===== src/rtl/alarm_clock_pkg.sv =====
`default_nettype none
// ============================================================================
//  Module      : alarm_clock_pkg
//  Description : Shared field widths, limits and select codes for alarm_clock.
//  Revision    : 1.0 - initial release
// ============================================================================
package alarm_clock_pkg;

    localparam int SEC_W  = 6;
    localparam int MIN_W  = 6;
    localparam int HOUR_W = 5;

    localparam logic [SEC_W-1:0]  SEC_MAX  = 6'd59;
    localparam logic [MIN_W-1:0]  MIN_MAX  = 6'd59;
    localparam logic [HOUR_W-1:0] HOUR_MAX = 5'd23;

    localparam logic [1:0] SELECT_NONE = 2'd0;
    localparam logic [1:0] SELECT_SEC  = 2'd1;
    localparam logic [1:0] SELECT_MIN  = 2'd2;
    localparam logic [1:0] SELECT_HOUR = 2'd3;

    typedef struct packed {
        logic [HOUR_W-1:0] hour;
        logic [MIN_W-1:0]  min;
        logic [SEC_W-1:0]  sec;
    } hms_t;

endpackage : alarm_clock_pkg
`default_nettype wire


===== src/rtl/alarm_clock_hms_counter.sv =====
`default_nettype none
// ============================================================================
//  Module      : hms_counter
//  Description : Hours/minutes/seconds register with carrying tick and
//                per-field no-carry increments (tick has priority).
//  Revision    : 1.0 - initial release
// ============================================================================
module hms_counter
    import alarm_clock_pkg::*;
(
    input  logic              clk,
    input  logic              reset,
    input  logic              tick,
    input  logic              inc_sec,
    input  logic              inc_min,
    input  logic              inc_hour,
    output logic [SEC_W-1:0]  sec,
    output logic [MIN_W-1:0]  min,
    output logic [HOUR_W-1:0] hour
);

    logic [SEC_W-1:0]  r_sec;
    logic [MIN_W-1:0]  r_min;
    logic [HOUR_W-1:0] r_hour;

    logic              w_sec_wrap;
    logic              w_min_wrap;
    logic              w_hour_wrap;
    logic [SEC_W-1:0]  w_sec_inc;
    logic [MIN_W-1:0]  w_min_inc;
    logic [HOUR_W-1:0] w_hour_inc;

    // Modulo successors shared by the carry chain and the field edits.
    assign w_sec_wrap  = (r_sec  >= SEC_MAX);
    assign w_min_wrap  = (r_min  >= MIN_MAX);
    assign w_hour_wrap = (r_hour >= HOUR_MAX);
    assign w_sec_inc   = w_sec_wrap  ? '0 : r_sec  + 1'b1;
    assign w_min_inc   = w_min_wrap  ? '0 : r_min  + 1'b1;
    assign w_hour_inc  = w_hour_wrap ? '0 : r_hour + 1'b1;

    always_ff @(posedge clk or posedge reset) begin
        if (reset) begin
            r_sec  <= '0;
            r_min  <= '0;
            r_hour <= '0;
        end else if (tick) begin
            r_sec <= w_sec_inc;
            if (w_sec_wrap) begin
                r_min <= w_min_inc;
                if (w_min_wrap) begin
                    r_hour <= w_hour_inc;
                end
            end
        end else begin
            if (inc_sec) begin
                r_sec <= w_sec_inc;
            end
            if (inc_min) begin
                r_min <= w_min_inc;
            end
            if (inc_hour) begin
                r_hour <= w_hour_inc;
            end
        end
    end

    assign sec  = r_sec;
    assign min  = r_min;
    assign hour = r_hour;

endmodule : hms_counter
`default_nettype wire


===== src/rtl/alarm_clock.sv =====
`default_nettype none
// ============================================================================
//  Module      : alarm_clock
//  Description : 1 Hz time-of-day clock with settable alarm, increment edge
//                detector, field select routing and alarm comparator.
//  Revision    : 1.0 - initial release
// ============================================================================
module alarm_clock
    import alarm_clock_pkg::*;
(
    input  logic              clk,
    input  logic              reset,
    input  logic              set,
    input  logic              enable,
    input  logic [1:0]        select,
    input  logic              increment,
    output logic [SEC_W-1:0]  sec_out,
    output logic [MIN_W-1:0]  min_out,
    output logic [HOUR_W-1:0] hour_out,
    output logic [SEC_W-1:0]  alarm_sec_out,
    output logic [MIN_W-1:0]  alarm_min_out,
    output logic [HOUR_W-1:0] alarm_hour_out,
    output logic              out
);

    logic r_inc_q;
    logic w_inc_edge;
    logic w_sel_sec;
    logic w_sel_min;
    logic w_sel_hour;
    hms_t w_time;
    hms_t w_alarm;

    always_ff @(posedge clk or posedge reset) begin
        if (reset) begin
            r_inc_q <= 1'b0;
        end else begin
            r_inc_q <= increment;
        end
    end

    assign w_inc_edge = increment & ~r_inc_q;

    // SELECT_NONE decodes to no field, so its edges fall away here.
    assign w_sel_sec  = w_inc_edge & (select == SELECT_SEC);
    assign w_sel_min  = w_inc_edge & (select == SELECT_MIN);
    assign w_sel_hour = w_inc_edge & (select == SELECT_HOUR);

    hms_counter u_time (
        .clk      (clk),
        .reset    (reset),
        .tick     (~set),
        .inc_sec  (w_sel_sec  & set),
        .inc_min  (w_sel_min  & set),
        .inc_hour (w_sel_hour & set),
        .sec      (w_time.sec),
        .min      (w_time.min),
        .hour     (w_time.hour)
    );

    hms_counter u_alarm (
        .clk      (clk),
        .reset    (reset),
        .tick     (1'b0),
        .inc_sec  (w_sel_sec  & ~set),
        .inc_min  (w_sel_min  & ~set),
        .inc_hour (w_sel_hour & ~set),
        .sec      (w_alarm.sec),
        .min      (w_alarm.min),
        .hour     (w_alarm.hour)
    );

    assign sec_out        = w_time.sec;
    assign min_out        = w_time.min;
    assign hour_out       = w_time.hour;
    assign alarm_sec_out  = w_alarm.sec;
    assign alarm_min_out  = w_alarm.min;
    assign alarm_hour_out = w_alarm.hour;

    assign out = enable & (w_time == w_alarm);

endmodule : alarm_clock
`default_nettype wire


===== config.mk =====
export PLATFORM = sky130hd
export DESIGN_NAME = alarm_clock
export DESIGN_NICKNAME = d
export VERILOG_FILES = /design/src/rtl/alarm_clock_pkg.sv /design/src/rtl/alarm_clock_hms_counter.sv /design/src/rtl/alarm_clock.sv
export SDC_FILE = /design/constraint.sdc
export NUM_CORES = 1
export LEC_CHECK = 0
export CAP_MARGIN = 20
export CORE_MARGIN = 3
export CORE_UTILIZATION = 51
export DETAILED_ROUTE_END_ITERATION = 8
export GPL_TIMING_DRIVEN = 0
export PLACE_DENSITY = 0.79
export SYNTH_ARGS = -nofsm -noshare
export SYNTH_HDL_FRONTEND = slang
export SYNTH_SLANG_ARGS = --single-unit

===== constraint.sdc =====
create_clock -name clk -period 2.4 [get_ports clk]
set_input_delay 0.48 -clock clk [delete_from_list [all_inputs] [get_ports clk]]
set_output_delay 0.48 -clock clk [all_outputs]
set_load 0.01 [all_outputs]

==> impl_metrics.env, run 1 <==
export IMPL_start_kind="flip-flop"
export IMPL_grt_pass1_wl_um=8314
export IMPL_post_dp_hpwl_um=3500
export IMPL_cp_top_family="simple AND/OR/NAND/NOR gates"
export IMPL_clkTransAtPathRegs_ns=0.07
export IMPL_finalSetupViolCount=0
export IMPL_cpPeakStageDelay_ns=0.47
export IMPL_wire_per_inst_um=15.12
export IMPL_period_share=0.9492
export IMPL_period_needed_ns=2.278
export IMPL_die_height_um=70.18
export IMPL_dr_pass1_iters=4
export IMPL_synth_ff_type="dfrtp_1"
export IMPL_leakage_nw=1.116
export IMPL_clock_skew_ns=0.004523
export IMPL_drt_wl_total_um=4733
export IMPL_drt_iter0_drc=136
export IMPL_gr_usage_all_layers=0.2088
export IMPL_end_kind="output pin"
export IMPL_path_cells="xor2_1 > nor4_1 > nand3_1 > nor4_2 > dlygate4sd2_1"
export IMPL_ctsHoldBuffers=0
export IMPL_dieArea_sq_um=4925
export IMPL_rows=22
export IMPL_grt_max_degree=21
export IMPL_initial_utilization=0.5491
export IMPL_avgSynthCellArea_sq_um=9.593
export IMPL_n_antenna_cell=0
export IMPL_arrival_ns=1.80
export IMPL_crit_required_ns=1.92
export IMPL_clk_latency_ns=0.29
export IMPL_slowest_stage="dfrtp_1"
export IMPL_port_buffers=40
export IMPL_nets=279
export IMPL_timing_hold_worst_class="flip-flop to flip-flop"
export IMPL_clock_sinks=35
export IMPL_seq_area_frac_synth=0.4169
export IMPL_io_pins=42
export IMPL_outcome="finished, final reports clean"
export IMPL_p_switching_uw=902.7
export IMPL_p_comb_frac=0.411
export IMPL_fmax_mhz=439.0
export IMPL_cts_max_level=2
export IMPL_gp_congestion=0.8381
export IMPL_synth_edff_count=0
export IMPL_max_cap_violations=0
export IMPL_criticalPathCategory="flip-flop to output pin"
export IMPL_seqPwrFrac=0.424
export IMPL_synth_compound_area_frac=0.2019
export IMPL_yosys_area_share_xor_xnor=0.07504
export IMPL_synth_mux_area_frac=0.02740
export IMPL_drive_above_1_share=0.07925
export IMPL_p_int_mw=1.478
export IMPL_swShare=0.3792
export IMPL_syn_inst=219
export IMPL_num_vias=1812
export IMPL_synth_top_family_by_area="simple AND/OR/NAND/NOR gates"
export IMPL_overflow=0
export IMPL_final_util=0.6965
export IMPL_yosys_warnings=0
export IMPL_die_w_um=70.18
export IMPL_path_max_fanout=7
export IMPL_async_flop_share=1.000
export IMPL_ant_nets=0
export IMPL_core_area_sq_um=3826
export IMPL_tritoncts="done"
export IMPL_clockBufferDepth=2
export IMPL_pwr_share_clk=0.165
export IMPL_slew_headroom=0.5372
export IMPL_drc=0
export IMPL_cts_resized=1
export IMPL_synth_fa_ha_area_frac=0.04050
export IMPL_clockRootBuffer="clkbuf_8"
export IMPL_antenna_found_initial=0
export IMPL_report_final_slew_viol_count=0
export IMPL_pwr_density_cell_nw_per_um2=893.2
export IMPL_syn_to_final_growth_pct=26.86
export IMPL_critPathBufInv=1
export IMPL_fin_setup_tns_ns=0
export IMPL_synth_seq_cells=35
export IMPL_cts_made_buffers=5
export IMPL_synthDistinctLibCells=49
export IMPL_worst_slew_pin_slew_ns=0.6934
export IMPL_syn_nets=232
export IMPL_via_per_inst=5.789
export IMPL_cts_setup_buffers=0
export IMPL_syn_area_sq_um=2101
export IMPL_synth_simple_gate_area_frac=0.2049
export IMPL_hold_violations=0
export IMPL_ir_worst_vdd_v=0.0005411
export IMPL_grt_pass1_vias=1782
[metal layers]
| layer | vias up | part of all wire | track usage |
|---|---|---|---|
| met1 | 855 | 0.48 | 0.2857 |
| met5 | - | 0 | 0 |
| met4 | 0 | 0.012 | 0.06383 |
| met2 | 41 | 0.47 | 0.3347 |
| li1 | 909 | - | - |
| met3 | 7 | 0.036 | 0.04029 |
[synth_stat cells, drive strengths merged, types with 4 or more instances]
master | number | area (sq um)
nand4 | 6 | 37.54
ha | 6 | 75.07
o21ai | 22 | 110.1
xnor2 | 14 | 122.6
dfrtp | 35 | 875.8
a21oi | 10 | 50.05
nor2b | 4 | 25.02
inv | 11 | 41.29
xor2 | 4 | 35.03
o31ai | 5 | 37.54
and3 | 4 | 25.02
nor3 | 4 | 20.02
nand2 | 19 | 71.32
nand3 | 8 | 40.04
nor4 | 4 | 40.04
nor2 | 13 | 51.30
clkbuf | 4 | 16.26
[cell type report]
type | instances | area (sq um)
plain buffers | 5 | 25.02
clock buffers | 6 | 72.57
fillers | 311 | 1161
inverters | 11 | 41.29
multi-input cells | 167 | 1161
flip-flops and latches | 35 | 878.3
well taps | 48 | 60.06
repair buffers | 41 | 426.7
[path summary, 6_finish.rpt]
path	start	slack [ns]	depth (start not counted)	to
worst max-delay path	u_alarm.min[4]	0.12	5	out
worst min-delay path	u_alarm.sec[4]	0.57	1	u_alarm.sec[4]
worst max register to register	u_time.sec[0]	0.45	5	u_time.hour[0]
worst min register to register	u_alarm.sec[4]	0.57	1	u_alarm.sec[4]
max in group asynchronous	reset	1.24	3	u_alarm.hour[2]
min in group asynchronous	reset	0.60	2	u_alarm.min[2]
[registers in the layout, indices dropped and copies added (netlist names)]
name          flops
r_inc_q           1
u_alarm.hour      5
u_alarm.min       6
u_alarm.sec       6
u_time.hour       5
u_time.min        6
u_time.sec        6
[kinds of logic after synthesis]
family	after synthesis
flops	35
compound gates	61
simple gates	76
xor+xnor	18
fa+ha+maj	7
buf+inv	17
mux	5
[stage by stage]
step	std cells	hold slack [ns]	instance area [sq um]	setup slack, ns	power, mW
global placement	307	0.5614	2561	0.02119	1.963
global route	313	0.6255	2665	-0.02563	2.561
detailed placement	308	0.5609	2589	0.03873	1.993
floorplan	219	0.5114	2101	0.5716	1.539
finish	313	0.5750	2665	0.1220	2.380
CTS	314	0.5759	2660	0.02973	2.394
[power by group through the flow]
stage	clock (mW)	sequential, mW	combinational (mW)
3_3_place_gp	0	1.01	0.956
2_1_floorplan	0	1.03	0.513
4_1_cts	0.399	1.00	0.993
6_report	0.392	1.01	0.978
3_5_place_dp	0	1.01	0.983
5_1_grt	0.418	1.05	1.09
[layout by cell type, fill, tap and decap left out, types with 3 or more instances in the layout]
master | synthesis | routed
nand2_1 | 19 | 19
nand3_1 | 8 | 8
nor2_1 | 12 | 12
and3_1 | 4 | 4
a21oi_1 | 10 | 10
nor2b_1 | 4 | 4
nor3_1 | 4 | 4
o21ai_0 | 22 | 22
o31ai_1 | 5 | 5
a21o_1 | 3 | 3
a22o_1 | 3 | 3
xnor2_1 | 14 | 14
ha_1 | 6 | 6
o41ai_1 | 3 | 3
nand4_1 | 6 | 6
clkbuf_8 | 0 | 5
dfrtp_1 | 35 | 33
o2bb2ai_1 | 3 | 3
xor2_1 | 4 | 4
clkbuf_1 | 3 | 3
nand2b_1 | 3 | 3
clkdlybuf4s50_1 | 0 | 39
inv_1 | 11 | 11
Power figures use the tool's default switching activity.
==> inputs of run 2 (changes only) <==
--- a/config.mk
+++ b/config.mk
@@ -11,6 +11,7 @@
 export DETAILED_ROUTE_END_ITERATION = 8
 export GPL_TIMING_DRIVEN = 0
 export PLACE_DENSITY = 0.79
+export SETUP_SLACK_MARGIN = 0.02
 export SYNTH_ARGS = -nofsm -noshare
 export SYNTH_HDL_FRONTEND = slang
 export SYNTH_SLANG_ARGS = --single-unit
==> impl_metrics.env, run 2 (synthesized netlist as in run 1, its figures left out) <==
export IMPL_crit_required_ns=1.92
export IMPL_r2r_slack_ns=0.45
export IMPL_min_path_cells=1
export IMPL_hold_violations=0
export IMPL_p_comb_frac=0.411
export IMPL_start_kind="flip-flop"
export IMPL_worst_slew_pin_slew_ns=0.6936
export IMPL_finalSetupViolCount=0
export IMPL_clockBufferDepth=2
export IMPL_port_buffers=40
export IMPL_die_height_um=70.18
export IMPL_drt_iter0_drc=143
export IMPL_end_kind="output pin"
export IMPL_seq_area_sq_um=879.6
export IMPL_max_cap_violations=0
export IMPL_io_pins=42
export IMPL_slew_headroom=0.5371
export IMPL_r2r_start="u_time.sec[0]"
export IMPL_final_util=0.6959
export IMPL_seqPwrFrac=0.425
export IMPL_syn_to_final_growth_pct=26.74
export IMPL_placed_area_sq_um=2589
export IMPL_outcome="finished, final reports clean"
export IMPL_p_switching_uw=902.5
export IMPL_criticalPathCategory="flip-flop to output pin"
export IMPL_path_max_fanout=7
export IMPL_drc=0
export IMPL_final_cell_mix="clkdlybuf4s50_1 (39), dfrtp_1 (32), o21ai_0 (22)"
export IMPL_clkTransAtPathRegs_ns=0.07
export IMPL_ctsHoldBuffers=0
export IMPL_arrival_ns=1.78
export IMPL_r2r_end="u_time.hour[0]"
export IMPL_hp_start="u_alarm.min[4]"
export IMPL_pwr_density_cell_nw_per_um2=893.9
export IMPL_p_total_mw=2.380
export IMPL_critPathBufInv=1
export IMPL_dr_pass1_iters=4
export IMPL_rows=22
export IMPL_slowest_stage="dfrtp_1"
export IMPL_via_per_inst=5.785
export IMPL_swShare=0.3792
export IMPL_clock_skew_ns=0.004531
export IMPL_die_w_um=70.18
export IMPL_period_needed_ns=2.263
export IMPL_multi_input_area_sq_um=1161
export IMPL_dieArea_sq_um=4925
export IMPL_grt_pass1_vias=1782
export IMPL_n_antenna_cell=0
export IMPL_wire_per_inst_um=15.18
export IMPL_timing_hold_worst_class="flip-flop to flip-flop"
export IMPL_nets=278
export IMPL_initial_utilization=0.5491
export IMPL_worst_hold_slack_ns=0.5670
export IMPL_gp_congestion=0.8381
export IMPL_grt_max_degree=21
export IMPL_grt_pass1_wl_um=8314
export IMPL_cp_top_family="simple AND/OR/NAND/NOR gates"
export IMPL_report_final_slew_viol_count=0
export IMPL_whs_endpoint="u_alarm.min[4]"
export IMPL_final_area_sq_um=2663
export IMPL_ant_nets=0
export IMPL_post_dp_hpwl_um=3500
export IMPL_p_int_mw=1.478
export IMPL_cts_max_level=2
export IMPL_pwr_share_clk=0.165
export IMPL_num_vias=1805
export IMPL_path_cells="xor2_1 > nor4_1 > nand3_1 > nor4_2 > dlygate4sd2_1"
export IMPL_clock_sinks=35
export IMPL_clk_latency_ns=0.29
export IMPL_gr_usage_all_layers=0.2088
export IMPL_fillCellCount=310
export IMPL_fmax_mhz=441.8
export IMPL_ir_worst_vdd_v=0.0005393
export IMPL_reg2reg_depth=5
export IMPL_cts_made_buffers=5
export IMPL_core_area_sq_um=3826
export IMPL_drive_above_1_share=0.08333
export IMPL_antenna_found_initial=0
export IMPL_leakage_nw=1.113
export IMPL_clockRootBuffer="clkbuf_8"
export IMPL_drt_wl_total_um=4737
export IMPL_cpPeakStageDelay_ns=0.46
export IMPL_overflow=0
export IMPL_tritoncts="done"
export IMPL_layout_commonest_cell="clkdlybuf4s50_1"
export IMPL_period_share=0.9431
[run 2: per-stage QoR]
step	worst slack [ns]	cells	setup TNS, ns
2_1_floorplan	0.5716	219	0
3_3_place_gp	0.02119	307	0
3_5_place_dp	0.03873	308	0
4_1_cts	0.02973	314	0
5_1_grt	-0.009438	312	-0.009438
6_report	0.1367	312	0
[run 2: area by class of cell]
class,instances,area share
Timing Repair Buffer,41,0.1602
Sequential cell,35,0.3304
Clock buffer,6,0.02726
Tap cell,48,0.02256
Inverter,11,0.01551
Buffer,4,0.007989
Multi-Input combinational cell,167,0.4361
[run 2: worst max path at each step]
stage / start / slack (ns) / cells after the start / end
4_1_cts: u_alarm.hour[2] / 0.03 / 5 / out
5_1_grt: u_time.hour[2] / -0.009 / 5 / out
3_3_place_gp: u_alarm.hour[2] / 0.02 / 5 / out
3_5_place_dp: u_alarm.hour[2] / 0.04 / 5 / out
6_report: u_time.hour[2] / 0.14 / 5 / out
2_1_floorplan: u_alarm.hour[2] / 0.57 / 4 / out
[run 2: repair_timing]
action,4_1_cts,5_1_grt
buffers inserted,0,0
resized for setup,1,4
endpoints found under the setup margin,1,1
[run 2: metal layers]
metal | track usage | vias to the layer above | part of all wire
met5 | 0 | - | 0
met4 | 0.06383 | 0 | 0.012
met3 | 0.04029 | 7 | 0.036
met2 | 0.3347 | 37 | 0.47
met1 | 0.2857 | 855 | 0.48
li1 | - | 906 | -
[run 2: power groups by stage]
stage / combinational [mW] / sequential, mW / clock [mW]
floorplan: 0.513 / 1.03 / 0
global placement: 0.956 / 1.01 / 0
detailed placement: 0.983 / 1.01 / 0
CTS: 0.993 / 1.00 / 0.399
global route: 1.09 / 1.05 / 0.418
finish: 0.977 / 1.01 / 0.392
